<file path="config.mk">
export PLATFORM = sky130hd
export DESIGN_NAME = uart_host_tx
export DESIGN_NICKNAME = d
export VERILOG_FILES = /design/src/rtl/uart_host_tx.sv
export SDC_FILE = /design/constraint.sdc
export NUM_CORES = 1
export LEC_CHECK = 0
export ABC_CLOCK_PERIOD_IN_PS = 6000
export BUFFER_PORTS_ARGS = -buffer_cell sky130_fd_sc_hd__buf_4
export CAP_MARGIN = 20
export CORE_ASPECT_RATIO = 0.6
export CORE_MARGIN = 3
export CORE_UTILIZATION = 65
export DETAILED_ROUTE_END_ITERATION = 8
export PLACE_DENSITY = 0.95
export SLEW_MARGIN = 20
export SYNTH_ARGS = -nofsm -noshare
export SYNTH_HDL_FRONTEND = slang
export SYNTH_SLANG_ARGS = --single-unit
export TNS_END_PERCENT = 1
</file>
<file path="constraint.sdc">
create_clock -name sysclk -period 6 [get_ports sysclk]
set_input_delay 1.2 -clock sysclk [delete_from_list [all_inputs] [get_ports sysclk]]
set_output_delay 1.2 -clock sysclk [all_outputs]
set_load 0.03 [all_outputs]
</file>
<file path="src/rtl/uart_host_tx.sv">
// 8N1 UART transmitter for the host end of the CPU serial link.
// Bytes enter through a small circular FIFO and leave LSB-first at a fixed baud divisor.
module uart_host_tx #(
    parameter int unsigned BAUD_DIV   = 5208,
    parameter int unsigned FIFO_DEPTH = 4
) (
    input  logic                          sysclk,
    input  logic                          reset,
    input  logic                          wr_en,
    input  logic [7:0]                    wr_data,
    output logic                          full,
    output logic [$clog2(FIFO_DEPTH):0]   level,
    output logic                          busy,
    output logic                          overflow,
    output logic                          tx_done,
    output logic                          UART_TX_LINE
);

    localparam int unsigned PW = $clog2(FIFO_DEPTH);
    localparam int unsigned LW = PW + 1;
    localparam logic [15:0]    BAUD_LAST = 16'(BAUD_DIV - 1);
    localparam logic [LW-1:0]  DEPTH_L   = LW'(FIFO_DEPTH);

    typedef enum logic [1:0] {
        IDLE  = 2'd0,
        START = 2'd1,
        DATA  = 2'd2,
        STOP  = 2'd3
    } state_t;

    state_t          state_q, state_d;
    logic [15:0]     baud_q, baud_d;
    logic [2:0]      bit_q, bit_d;
    logic [7:0]      shift_q, shift_d;
    logic            line_q, line_d;
    logic            ovf_q, ovf_d;
    logic [PW-1:0]   wr_ptr_q, wr_ptr_d;
    logic [PW-1:0]   rd_ptr_q, rd_ptr_d;
    logic [LW-1:0]   level_q, level_d;
    logic [7:0]      mem_q [FIFO_DEPTH];

    logic            push;
    logic            pop;
    logic            baud_wrap;

    // full is judged on the registered level, so a write while full is lost even if a pop coincides
    assign full      = (level_q == DEPTH_L);
    assign push      = wr_en && !full;
    assign baud_wrap = (baud_q == BAUD_LAST);

    assign level        = level_q;
    assign busy         = (state_q != IDLE);
    assign overflow     = ovf_q;
    assign tx_done      = (state_q == STOP) && baud_wrap;
    assign UART_TX_LINE = line_q;

    always_comb begin
        state_d = state_q;
        baud_d  = baud_q;
        bit_d   = bit_q;
        shift_d = shift_q;
        pop     = 1'b0;

        case (state_q)
            IDLE: begin
                baud_d = 16'd0;
                if (level_q != '0) begin
                    pop     = 1'b1;
                    shift_d = mem_q[rd_ptr_q];
                    bit_d   = 3'd0;
                    state_d = START;
                end
            end
            START: begin
                if (baud_wrap) begin
                    baud_d  = 16'd0;
                    state_d = DATA;
                end else begin
                    baud_d = baud_q + 16'd1;
                end
            end
            DATA: begin
                if (baud_wrap) begin
                    baud_d  = 16'd0;
                    shift_d = {1'b0, shift_q[7:1]};
                    if (bit_q == 3'd7) begin
                        state_d = STOP;
                    end else begin
                        bit_d = bit_q + 3'd1;
                    end
                end else begin
                    baud_d = baud_q + 16'd1;
                end
            end
            STOP: begin
                if (baud_wrap) begin
                    baud_d = 16'd0;
                    // chain straight into the next start bit when more data is queued
                    if (level_q != '0) begin
                        pop     = 1'b1;
                        shift_d = mem_q[rd_ptr_q];
                        bit_d   = 3'd0;
                        state_d = START;
                    end else begin
                        state_d = IDLE;
                    end
                end else begin
                    baud_d = baud_q + 16'd1;
                end
            end
            default: begin
                state_d = IDLE;
                baud_d  = 16'd0;
            end
        endcase
    end

    always_comb begin
        wr_ptr_d = wr_ptr_q;
        rd_ptr_d = rd_ptr_q;
        level_d  = level_q;
        ovf_d    = ovf_q;
        line_d   = 1'b1;

        if (push) begin
            wr_ptr_d = wr_ptr_q + PW'(1);
        end
        if (pop) begin
            rd_ptr_d = rd_ptr_q + PW'(1);
        end
        case ({push, pop})
            2'b10:   level_d = level_q + LW'(1);
            2'b01:   level_d = level_q - LW'(1);
            default: level_d = level_q;
        endcase
        if (wr_en && full) begin
            ovf_d = 1'b1;
        end

        // line is registered from the next state so it changes cleanly on the clock edge
        case (state_d)
            START:   line_d = 1'b0;
            DATA:    line_d = shift_d[0];
            default: line_d = 1'b1;
        endcase
    end

    always_ff @(posedge sysclk) begin
        if (reset) begin
            state_q  <= IDLE;
            baud_q   <= 16'd0;
            bit_q    <= 3'd0;
            line_q   <= 1'b1;
            ovf_q    <= 1'b0;
            wr_ptr_q <= '0;
            rd_ptr_q <= '0;
            level_q  <= '0;
        end else begin
            state_q  <= state_d;
            baud_q   <= baud_d;
            bit_q    <= bit_d;
            line_q   <= line_d;
            ovf_q    <= ovf_d;
            wr_ptr_q <= wr_ptr_d;
            rd_ptr_q <= rd_ptr_d;
            level_q  <= level_d;
        end
    end

    // payload storage carries no reset; only the pointers and level define validity
    always_ff @(posedge sysclk) begin
        shift_q <= shift_d;
        if (push && !reset) begin
            mem_q[wr_ptr_q] <= wr_data;
        end
    end

endmodule

</file>
# After elaboration in Yosys (flattened, before gate mapping)
# Memories as Yosys holds them, arrays and structs flattened. A register that Yosys moved wholly into a read port is not among the register bits.
# Cells that the tools add are included.
# word_totals
reg_bits	38
mem_bits_rw	32
in_bits	11
out_inout_bits	8
elab_cells	71
memories	1
# memory_table
name	depth	word_bits	read_ports	rd_clocked_by_memory_dff	write_ports	line_no	text
mem_q	4	8	1	1	1	40	logic [7:0] mem_q [FIFO_DEPTH];
# op_classes
addsub	6
eq_ne	13
mux	27
n_reduce_logical	14
# op_table
operator	count
$pmux 16 s2	1
$mux 8	3
$pmux 8 s3	1
$add 16x1->16 const B	1
$eq 16x13->1 const B	1
$mux 16	1
$mux 2	7
$mux 3	4
$pmux 3 s3	1
$eq 2x2->1 const B	4
$pmux 2 s4	1
$add 3x1->3 const B	2
$eq 2x1->1 const B	3
$eq 3x3->1 const B	2
$ne 2x2->1 const B	3
$pmux 3 s2	1
$reduce_bool 3->1	2
$mux 1	5
$add 2x1->2 const B	2
$logic_and 1x1->1	4
$pmux 1 s2	2
$reduce_and 4->1	1
$reduce_bool 2->1	2
$reduce_and 3->1	1
4 further kinds	5

# Depth between registers and ports, before layout
# logic_depth
ltp_word	6
depth_mapped	11
mapped_depth_nobuf	11

# Least setup slack after synthesis
# No wires, ideal clock.
# synth_timing
path_kind	register -> register
start	reg baud_q[0]
end	reg level_q[2] (netlist: level[2])
setup_ps	70
arrival_time_ps	2558
required_time_ps	5930
slack_ps	3372
path_stages_with_launch	12
path_buffers	0
synth_period_minus_slack_ps	2628
cell_sequence	dfxtp_1 -> ha_1 -> and4bb_2 -> and4_4 -> a21oi_4 -> nor3_1 -> ha_1 -> inv_1 -> fa_1 -> xor2_1 -> or3_1 -> a21oi_1
# synth_between
elab_chain_len	5
elab_cells_between_ends	7
classes_between	eq/ne (3); mux (3); reduce/logical (1)
# synth_rtl
element	line_no	text
start: declaration	32	logic [15:0] baud_q, baud_d;
start signal: assignment	160	baud_q <= baud_d;
$eq 16x13->1 *	49	assign baud_wrap = (baud_q == BAUD_LAST);
$mux 1 *	96	if (baud_wrap) begin
$pmux 1 s2 *	64	case (state_q)
named net pop	43	logic pop;
$eq 2x1->1 or $eq 2x2->1 (tied branches)	131	case ({push, pop})
$pmux 3 s2 or $reduce_bool 2->1 (tied branches)	n/a	
end signal: assignment	166	level_q <= level_d;
end: declaration	39	logic [LW-1:0] level_q, level_d;
# The timed path passes the listed nets; every way through them passes the cells marked *.
# A chain may end at the register's enable or synchronous reset.

# Final worst setup path
# Ends and elaborated chain as after synthesis.

==> impl_metrics.csv <==
group,metric,value,unit
floorplanning,fp.dieW,97.7,um
placed_design,place_inst,340,
sta,rsz0062_at_grt,"no",
synthesis,synthArstFlopShare,0,
routing,drt_first_pass_iters,5,
floorplanning,die_h,61.0,um
flow_run,max_cap_violations,0,
synthesis,syn_inst,268,
synthesis,syn_area,3280,um2
clock_network,clockBufferDepth,2,
routing,drtIter0Drc,233,
floorplanning,coreArea,4710,um2
power_and_ir_drop,p_leak,0.00140,uW
clock_network,cts.hold.buffers_added,0,
sta,slew_headroom,0.438,
worst_hold_path,hp-class,"reg2reg",
worst_setup_path,crit_top_cell,"ha_1",
finish,layout.cells.non_filler,356,
routing,drtAntennaViolNets,0,
routing,wl_per_cell,20.7,um
clock_network,clock_latency,0.36,ns
floorplanning,start_util,0.697,
grt,grt_max_degree,19,
power_and_ir_drop,clkPwrFrac,0.293,
synthesis,ys_ff_latch,72,
worst_setup_path,required,6.28,ns
routing,drc_errors,0,
grt,grt_overflow_total,0,
clock_network,clock_sinks,72,
power_and_ir_drop,pwr-share-comb,0.296,
worst_setup_path,startpoint_type,"register",
routing,via_per_inst,6.46,
sta,timing.final.hold_violations,0,
synthesis,synth_warnings,0,
sta,max_freq,311,MHz
power_and_ir_drop,seqPwrFrac,0.412,
floorplanning,num_rows,19,
worst_setup_path,worst-path-buf-inv,1,
clock_network,cts_tree,"done",
routing,drt_wl_total,7350,um
sta,tns,0,ns
worst_setup_path,slowest_stage,"nor3_1",
synthesis,yosysUniqueCellTypes,44,
placed_design,place_hpwl,4490,um
outcome,status,"finished, final reports clean",
sta,fin_crit,3.21,ns
worst_setup_path,critical-path-top-delay-family,"simple AND/OR/NAND/NOR gates",
finish,area_delta_synth_final,13.0,%
worst_setup_path,crit_chain,"ha_1 -> and4bb_2 -> and4_4 -> a21oi_4 -> nor3_1 -> ha_1 -> inv_1 -> fa_1 -> xor2_1 -> or3_1 -> a21oi_1",
worst_setup_path,slowest_delay,0.47,ns
grt,first_global_vias,2345,
routing,dr_total_vias,2298,
grt,grt_first_pass_wirelength,11900,um
clock_network,cts.clk_slew.worst_paths,0.08,ns
sta,finalCritPeriodShare,0.535,
clock_network,cts-root-buf,"clkbuf_8",
clock_network,cts_resized,0,
power_and_ir_drop,internal_power,1080,uW
clock_network,htreeDepth,3,
finish,num_antenna_cells,0,
finish,fill_cells,266,
power_and_ir_drop,pwr_density_cell,434,nW/um2
sta,worst_pin_slew,0.837,ns
sta,finalSetupViolations,0,
worst_setup_path,worstSetupPathType,"reg2reg",
placed_design,gp_congestion,0.849,
worst_setup_path,arrival,3.49,ns
finish,final_nets,314,
sta,fin_worst_skew,0.00923,ns
sta,finalMaxSlewViolations,0,
grt,grt.total_usage,0.269,
synthesis,avgSynthCellArea,12.2,um2
placed_design,port_buffers,18,
clock_network,cts_setup_buffers,0,
worst_setup_path,worstSetupEndpointType,"register",
synthesis,syn_nets,294,
power_and_ir_drop,netSwitchingFraction,0.327,
synthesis,synthFlopType,"edfxtp_1",
synthesis,synth_edf_count,39,
synthesis,ys_seq_area_frac,0.558,
grt,antenna_found_initial,0,
finish,layout-drive-gt1-share,0.177,
floorplanning,ioPinCount,19,
clock_network,cts_made_buffers,9,
worst_setup_path,crit_path_max_fanout,10,
power_and_ir_drop,p_switching,527,uW
floorplanning,die_area,5970,um2
power_and_ir_drop,irDropWorstVdd,0.347,mV
==> registers in the layout, indices dropped and copies added (netlist names), named ones only <==
register	cells
bit_q	3
state_q	2
UART_TX_LINE	1
overflow	1
shift_q	8
baud_q	16
level	3
mem_q	32
wr_ptr_q	2
rd_ptr_q	2
==> cell families (layout without fill, tap and decap cells) <==
family	Yosys count	count (layout)	synth area share
multiplexers	17	17	0.0823
AND/OR/NAND/NOR	97	97	0.162
AO/OA/AOI/OAI	29	29	0.0663
adder cells (fa/ha/maj)	15	15	0.0595
buffers and inverters	21	46	0.0259
flip-flops	72	72	0.558
XOR/XNOR	17	17	0.0454
==> stage by stage <==
step | setup slack [ns] | cell area [um2] | util | power [uW] | hold WS (ns)
detailed placement | 2.96 | 3460 | 0.735 | 1120 | 0.444
CTS | 2.83 | 3700 | 0.787 | 1600 | 0.479
global route | 2.66 | 3710 | 0.788 | 1680 | 0.491
global placement | 3.23 | 3460 | 0.735 | 1090 | 0.432
finish | 2.79 | 3710 | 0.788 | 1610 | 0.478
floorplan | 3.37 | 3280 | - | 997 | 0.418
==> layer usage <==
layer  vias up  GRT usage  wire [um]
met1      1126      0.335       3100
met5         -          0          0
met4         0      0.130        193
met2       133      0.428       3480
li1       1014          -          -
met3        25      0.104        585
==> placed cells by master, fill, tap and decap left out, types with 5 or more instances in the layout <==
| cell type | n |
|---|---|
| xor2_1 | 10 |
| mux2i_1 | 9 |
| clkbuf_8 | 9 |
| inv_1 | 12 |
| a21oi_1 | 8 |
| dfxtp_1 | 33 |
| ha_1 | 14 |
| nor3_1 | 14 |
| and3_1 | 7 |
| mux4_2 | 8 |
| buf_4 | 18 |
| xnor2_1 | 7 |
| nand2_1 | 10 |
| and2_1 | 5 |
| nor2_1 | 35 |
| a21o_1 | 6 |
| edfxtp_1 | 39 |
==> cells in the mapped netlist (2+ instances only) <==
master | n | area share
mux4_2 | 8 | 0.055
dfxtp_1 | 33 | 0.20
nand4_1 | 4 | 0.0076
a21o_1 | 6 | 0.014
nor3_1 | 15 | 0.023
a21oi_1 | 8 | 0.012
and3_1 | 7 | 0.013
nor2_1 | 35 | 0.040
edfxtp_1 | 39 | 0.36
mux2i_1 | 9 | 0.027
nor4b_1 | 2 | 0.0053
ha_1 | 14 | 0.053
a22oi_1 | 2 | 0.0046
o21ai_0 | 4 | 0.0061
and2_1 | 5 | 0.0095
xor2_1 | 10 | 0.027
inv_1 | 12 | 0.014
xnor2_1 | 7 | 0.019
clkbuf_1 | 5 | 0.0057
nand3_1 | 4 | 0.0061
or3_1 | 4 | 0.0076
and4bb_2 | 2 | 0.0076
buf_2 | 2 | 0.0031
nand2b_1 | 2 | 0.0038
nand2_1 | 10 | 0.011
==> layout make-up <==
cell class	count	area, um2	share of cell area
flip-flops and latches	72	1830	0.494
repair buffers	18	135	0.0364
clock inverters	7	119	0.0320
inverters	12	45.0	0.0121
clock buffers	9	124	0.0334
well taps	63	78.8	0.0212
multi-input cells	175	1380	0.371
==> final timing paths <==
check | from | cells after the start | end | slack, ns
worst max register to register | baud_q[0]$_SDFF_PP0_ | 11 | level[2]$_SDFFE_PP0P_ | 2.79
worst max-delay path | baud_q[0]$_SDFF_PP0_ | 11 | level[2]$_SDFFE_PP0P_ | 2.79
worst min-delay path | baud_q[0]$_SDFF_PP0_ | 1 | baud_q[0]$_SDFF_PP0_ | 0.48
worst min register to register | baud_q[0]$_SDFF_PP0_ | 1 | baud_q[0]$_SDFF_PP0_ | 0.48
==> power groups by stage <==
| stage | sequential [uW] | clock, uW | combinational (uW) |
|---|---|---|---|
| 5_1_grt | 673 | 487 | 518 |
| 4_1_cts | 660 | 467 | 472 |
| 3_3_place_gp | 662 | 0 | 425 |
| 3_5_place_dp | 667 | 0 | 453 |
| 2_1_floorplan | 661 | 0 | 336 |
| 6_report | 664 | 471 | 476 |
Power figures use the tool's default switching activity.
